**config.mk**
```make
export PLATFORM = sky130hd
export DESIGN_NAME = result_display_driver_flat
export DESIGN_NICKNAME = d
export VERILOG_FILES = /design/src/rtl/result_display_if.sv /design/src/rtl/result_display_driver.sv /design/src/flat_wrapper.sv
export SDC_FILE = /design/constraint.sdc
export NUM_CORES = 1
export LEC_CHECK = 0
export BUFFER_PORTS_ARGS = -buffer_cell sky130_fd_sc_hd__buf_2
export CAP_MARGIN = 20
export CORE_UTILIZATION = 55
export DETAILED_ROUTE_END_ITERATION = 8
export PLACE_DENSITY = 0.75
export SLEW_MARGIN = 30
export SYNTH_ARGS = -nofsm -noshare
export SYNTH_HDL_FRONTEND = slang
export SYNTH_SLANG_ARGS = --single-unit
```
**constraint.sdc**
```tcl
create_clock -name clk -period 2 [get_ports clk]
set_input_delay 0 -clock clk [delete_from_list [all_inputs] [get_ports clk]]
set_output_delay 0 -clock clk [all_outputs]
set_load 0.02 [all_outputs]
```
**src/rtl/result_display_if.sv**
```systemverilog
// Result hand-off from the ALU plus the multiplexed seven-segment pins of the display driver.
interface result_display_if;
  logic [13:0] value_in;
  logic        neg_in;
  logic        load;
  logic        busy;
  logic        done;
  logic [3:0]  an;
  logic [6:0]  seg;

  modport master (output value_in, neg_in, load, input busy, done, an, seg);
  modport slave  (input value_in, neg_in, load, output busy, done, an, seg);
endinterface

```
**src/rtl/result_display_driver.sv**
```systemverilog
// Sequential double-dabble of a signed calculator result and a multiplexed 4-digit,
// active-low seven-segment driver with leading-zero blanking, minus sign and "Err".
module result_display_driver #(
  parameter int REFRESH_DIV = 100000
) (
  input  logic             clk,
  input  logic             rst,
  result_display_if.slave  bus
);
  localparam logic [1:0] IDLE   = 2'd0;
  localparam logic [1:0] SHIFT  = 2'd1;
  localparam logic [1:0] COMMIT = 2'd2;

  localparam logic [6:0] SEG_BLANK = 7'b1111111;
  localparam logic [6:0] SEG_MINUS = 7'b0111111;
  localparam logic [6:0] SEG_E     = 7'b0000110;
  localparam logic [6:0] SEG_R     = 7'b0101111;
  localparam logic [6:0] SEG_ZERO  = 7'b1000000;

  localparam int DW = (REFRESH_DIV > 2) ? $clog2(REFRESH_DIV) : 1;

  logic [1:0]    state_reg;
  logic [13:0]   val_reg;
  logic [13:0]   bin_reg;
  logic [15:0]   bcd_reg;
  logic          neg_reg;
  logic [3:0]    cnt_reg;
  logic          busy_reg;
  logic          done_reg;
  logic [6:0]    disp_reg [4];
  logic [DW-1:0] div_reg;
  logic [1:0]    idx_reg;
  logic [3:0]    an_reg;
  logic [6:0]    seg_reg;

  logic [15:0]   bcd_adj;
  logic [1:0]    msd;
  logic          err;
  logic [6:0]    base_seg  [4];
  logic [6:0]    disp_next [4];

  function automatic logic [6:0] glyph(input logic [3:0] d);
    case (d)
      4'd0:    glyph = 7'b1000000;
      4'd1:    glyph = 7'b1111001;
      4'd2:    glyph = 7'b0100100;
      4'd3:    glyph = 7'b0110000;
      4'd4:    glyph = 7'b0011001;
      4'd5:    glyph = 7'b0010010;
      4'd6:    glyph = 7'b0000010;
      4'd7:    glyph = 7'b1111000;
      4'd8:    glyph = 7'b0000000;
      4'd9:    glyph = 7'b0010000;
      default: glyph = SEG_BLANK;
    endcase
  endfunction

  // Double-dabble correction of each BCD nibble before the shift.
  for (genvar gi = 0; gi < 4; gi++) begin : g_adj
    assign bcd_adj[gi*4 +: 4] = (bcd_reg[gi*4 +: 4] >= 4'd5) ?
                                bcd_reg[gi*4 +: 4] + 4'd3 : bcd_reg[gi*4 +: 4];
    assign base_seg[gi] = (2'(gi) <= msd) ? glyph(bcd_reg[gi*4 +: 4]) : SEG_BLANK;
  end

  // Most significant non-zero digit; units always counts as shown.
  always_comb begin
    msd = 2'd0;
    if (bcd_reg[7:4]   != 4'd0) msd = 2'd1;
    if (bcd_reg[11:8]  != 4'd0) msd = 2'd2;
    if (bcd_reg[15:12] != 4'd0) msd = 2'd3;
  end

  assign err = (val_reg > 14'd9999) || (neg_reg && (val_reg > 14'd999));

  always_comb begin
    for (int i = 0; i < 4; i++) disp_next[i] = base_seg[i];
    if (neg_reg && (val_reg != 14'd0) && (msd != 2'd3))
      disp_next[msd + 2'd1] = SEG_MINUS;
    if (err) begin
      disp_next[3] = SEG_BLANK;
      disp_next[2] = SEG_E;
      disp_next[1] = SEG_R;
      disp_next[0] = SEG_R;
    end
  end

  always_ff @(posedge clk) begin
    if (rst) begin
      state_reg <= IDLE;
      val_reg   <= '0;
      bin_reg   <= '0;
      bcd_reg   <= '0;
      neg_reg   <= 1'b0;
      cnt_reg   <= '0;
      busy_reg  <= 1'b0;
      done_reg  <= 1'b0;
      disp_reg[0] <= SEG_ZERO;
      disp_reg[1] <= SEG_BLANK;
      disp_reg[2] <= SEG_BLANK;
      disp_reg[3] <= SEG_BLANK;
    end else begin
      done_reg <= 1'b0;
      case (state_reg)
        IDLE: begin
          if (bus.load) begin
            val_reg   <= bus.value_in;
            bin_reg   <= bus.value_in;
            neg_reg   <= bus.neg_in;
            bcd_reg   <= '0;
            cnt_reg   <= '0;
            busy_reg  <= 1'b1;
            state_reg <= SHIFT;
          end
        end
        SHIFT: begin
          {bcd_reg, bin_reg} <= {bcd_adj, bin_reg} << 1;
          if (cnt_reg == 4'd13) state_reg <= COMMIT;
          else                  cnt_reg   <= cnt_reg + 4'd1;
        end
        COMMIT: begin
          for (int i = 0; i < 4; i++) disp_reg[i] <= disp_next[i];
          busy_reg  <= 1'b0;
          done_reg  <= 1'b1;
          state_reg <= IDLE;
        end
        default: state_reg <= IDLE;
      endcase
    end
  end

  // Digit scan: an/seg follow idx one clock later so both change on the same edge.
  always_ff @(posedge clk) begin
    if (rst) begin
      div_reg <= '0;
      idx_reg <= 2'd0;
      an_reg  <= 4'b1110;
      seg_reg <= SEG_ZERO;
    end else begin
      if (div_reg == DW'(REFRESH_DIV - 1)) begin
        div_reg <= '0;
        idx_reg <= idx_reg + 2'd1;
      end else begin
        div_reg <= div_reg + 1'b1;
      end
      an_reg  <= ~(4'b0001 << idx_reg);
      seg_reg <= disp_reg[idx_reg];
    end
  end

  assign bus.busy = busy_reg;
  assign bus.done = done_reg;
  assign bus.an   = an_reg;
  assign bus.seg  = seg_reg;
endmodule
```
**src/flat_wrapper.sv**
```systemverilog
// flat-port wrapper written by rule: the top's interface ports become plain ports
module result_display_driver_flat 
#(
  parameter int REFRESH_DIV = 100000
)
  (clk, rst, bus_value_in, bus_neg_in, bus_load, bus_busy, bus_done, bus_an, bus_seg);
  result_display_if bus_i ();
  input  logic clk;
  input  logic rst;
  input wire logic [$bits(bus_i.value_in)-1:0] bus_value_in;
  input wire logic [$bits(bus_i.neg_in)-1:0] bus_neg_in;
  input wire logic [$bits(bus_i.load)-1:0] bus_load;
  output wire logic [$bits(bus_i.busy)-1:0] bus_busy;
  output wire logic [$bits(bus_i.done)-1:0] bus_done;
  output wire logic [$bits(bus_i.an)-1:0] bus_an;
  output wire logic [$bits(bus_i.seg)-1:0] bus_seg;
  assign bus_i.value_in = bus_value_in;
  assign bus_i.neg_in = bus_neg_in;
  assign bus_i.load = bus_load;
  assign bus_busy = bus_i.busy;
  assign bus_done = bus_i.done;
  assign bus_an = bus_i.an;
  assign bus_seg = bus_i.seg;
  result_display_driver #(.REFRESH_DIV(REFRESH_DIV)) u_core (.clk(clk), .rst(rst), .bus(bus_i));
endmodule
```
==> flow_metrics.tcl <==
set metrics [dict create \
    status "finished with violations" \
    violations "DRC, setup timing" \
    ys_warn_count 0 \
    vias 5935 \
    setup_tns_ns -1.39 \
    setup_ws_ns -0.118 \
    cts-root-buf "clkbuf_16" \
    place.gp.congestion 0.879 \
    syn_nets 723 \
    min_path_type "in2reg" \
    irDropWorstVdd_mv 1.00 \
    row_count 39 \
    startpoint_type "flop" \
    fin_skew_ns 0.0136 \
    drt_iter0_drc 485 \
    max_freq_ghz 0.472 \
    power_leakage_nw 3.70 \
    arrival_ns 2.41 \
    critical_path.startpoint "u_core.bcd_reg[0]" \
    antenna_cells 0 \
    slowest_stage "o21ai_0" \
    final_cell_area_um2 9200 \
    areaGrowthSynthToFinish_pct 40.8 \
    grt_max_degree 29 \
    synthCells 669 \
    powerDensity_nw_per_um2 720 \
    cp-end-kind "flop" \
    die_y_um 111 \
    dp_hpwl_um 11500 \
    antenna_found_initial 0 \
    cap_violations 0 \
    synth_cell_type_count 71 \
    ys_seq_elements 139 \
    clk_pin_slew_worst_paths_ns 0.06 \
    holdPathStages 3 \
    async_flop_share_pct 0 \
    cts_max_path_buffers 2 \
    crit_fanout 3 \
    io_pins 31 \
    ys.flop_type "dfxtp_1" \
    grt_pass1_vias 5759 \
    synth_area_um2 6530 \
    ys_seq_area_share_pct 46.9 \
    grt_remaining_overflow 0 \
    post-route-min-period_ns 2.12 \
    wl_um 19300 \
    rsz0062_at_grt "true" \
    crit_path_cell_trace "buf_4 > o21ai_0 > nor3_2 > a21oi_2 > o21ai_2 > buf_4 > ha_2 > nor3_2 > a311oi_1" \
    synth_edf_count 28 \
    die_w_um 111 \
    worst_pin_slew_ns 0.598 \
    nFillCells 653 \
    maxSlewHeadroom_pct 60.1 \
    final_nets 874 \
    slowest_delay_ns 0.41 \
    htreeDepth 4 \
    drv_slew 0 \
    grt_usage_pct 28.5 \
    die_area_um2 12300 \
    finalSetupViolCount 23 \
    timing.rr.start "u_core.bcd_reg[0]" \
    cts_tree "done" \
    placed_cell_area_um2 7610 \
    route.detailed.drc 6 \
    layout_worst_path_cycle_share_pct 106 \
    numCtsBuffers 17 \
    syn-mean-instance-area_um2 9.76 \
    reg2reg_depth 9 \
    viasPerCell 6.08 \
    drive_gt1_share_pct 40.2 \
    hp-start "rst" \
    insertion_delay_ns 0.43 \
    io_buffers 30 \
    first_pass_iters 7 \
    finalHoldViolCount 0 \
    cts.sinks 139 \
    critPathKind "reg2reg" \
    grt_pass1_wl_um 27500 \
    wl_per_cell_um 19.8 \
    cp.required_ns 2.30 \
    ant_nets 0 \
    core_area_um2 11500 \
    start_util_pct 56.7 \
]
[logic make-up (layout without fill, tap and decap cells)]
kind of cell               Yosys count  in the layout  share of synthesized area, %
AOI/OAI and AO/OA                  138            138                          16.8
xor gates and xnor gates            19             19                          2.55
adders and majority gates           36             36                          6.90
buffers and inverters               67            231                          4.18
DFF                                139            139                          46.9
muxes                                9              9                          2.80
and+or+nand+nor                    261            261                          19.9
[per-layer routing]
layer	vias to the layer above	GRT usage, %	part of all wire (%)
met5	-	0	0
met4	0	11.7	5.4
met3	90	5.69	5.1
met2	265	52.3	52
met1	2862	32.1	37
li1	2718	-	-
[Yosys cell counts, drive strengths merged (4+ instances only)]
cell type,count,area share (%)
mux4,7,2.4
nor3b,4,0.46
and3,13,1.3
nor4bb,5,0.77
nand2b,8,0.77
or3,4,0.38
ha,36,6.9
xor2,9,1.2
or2,18,1.7
a21oi,21,1.7
nor4,8,0.77
nand3,17,1.3
a211oi,9,1.2
a2111oi,8,1.6
dfxtp,111,34
o211ai,5,0.57
inv,35,2.0
a311oi,18,2.5
nand4,8,0.77
a22o,17,2.3
nand2,53,3.0
nor2,81,4.7
and2,14,1.3
a21o,6,0.69
o21ai,19,1.5
clkbuf,20,1.1
nor3,20,1.5
xnor2,10,1.3
edfxtp,28,13
buf,12,1.0
[layout make-up]
| class | count | area (um2) | share of cell area (%) |
|---|---|---|---|
| flip-flops and latches | 139 | 3090 | 33.6 |
| repair buffers | 164 | 1230 | 13.3 |
| clock inverters | 11 | 144 | 1.56 |
| inverters | 35 | 161 | 1.75 |
| clock buffers | 21 | 450 | 4.90 |
| multi-input cells | 463 | 3950 | 42.9 |
| well taps | 143 | 179 | 1.94 |
[layout by cell type (no fill, tap or decap), drive strengths merged, types with 15 or more instances in the layout]
cell type    count
dlygate4sd3     15
dfxtp          111
inv             36
buf            149
nor2            81
ha              36
a22o            17
or2             18
nor3            20
nand3           17
nand2           53
a311oi          18
clkbuf          21
o21ai           19
a21oi           21
edfxtp          28
[metrics by stage]
stage          cells  hold slack [ns]  setup WS [ns]  total power, mW  utilization, %
2_1_floorplan    669            0.126        -0.0515             3.24               -
3_3_place_gp     909            0.215        -0.0856             3.39            66.1
3_5_place_dp     909            0.222         -0.142             3.41            66.1
4_1_cts          965           0.0110        -0.0591             6.59            75.0
5_1_grt          976           0.0417         -0.196             6.81            79.9
6_report         976           0.0355         -0.118             6.62            79.9
[worst max-delay path: cells and delay by family, from the launching register on]
kind | cells | cell delay, ns
flip-flops | 1 | 0.34
buffers and inverters | 2 | 0.30
AND/OR/NAND/NOR | 2 | 0.31
adder cells (fa/ha/maj) | 1 | 0.17
AO/OA/AOI/OAI | 4 | 0.87
[repair_timing]
action | CTS | global route
hold endpoints to repair | 29 | 0
hold buffers | 15 | 0
setup endpoints to repair | 38 | 40
gates resized for setup | 53 | 99
setup buffers | 9 | 11
pin swaps | 19 | 38
[power by group]
part	internal [mW]	switching [mW]
sequential	2.92	0.0518
clock	1.99	1.20
combinational	0.209	0.253
total	5.12	1.50
[worst paths after layout]
check | slack [ns] | endpoint
worst max register to register | -0.12 | flop
worst min register to register | 0.48 | u_core.div_reg[0]
worst max-delay path | -0.12 | flop
worst min-delay path | 0.04 | u_core.state_reg[1]
Note: power is estimated with default switching activity, not from simulation.
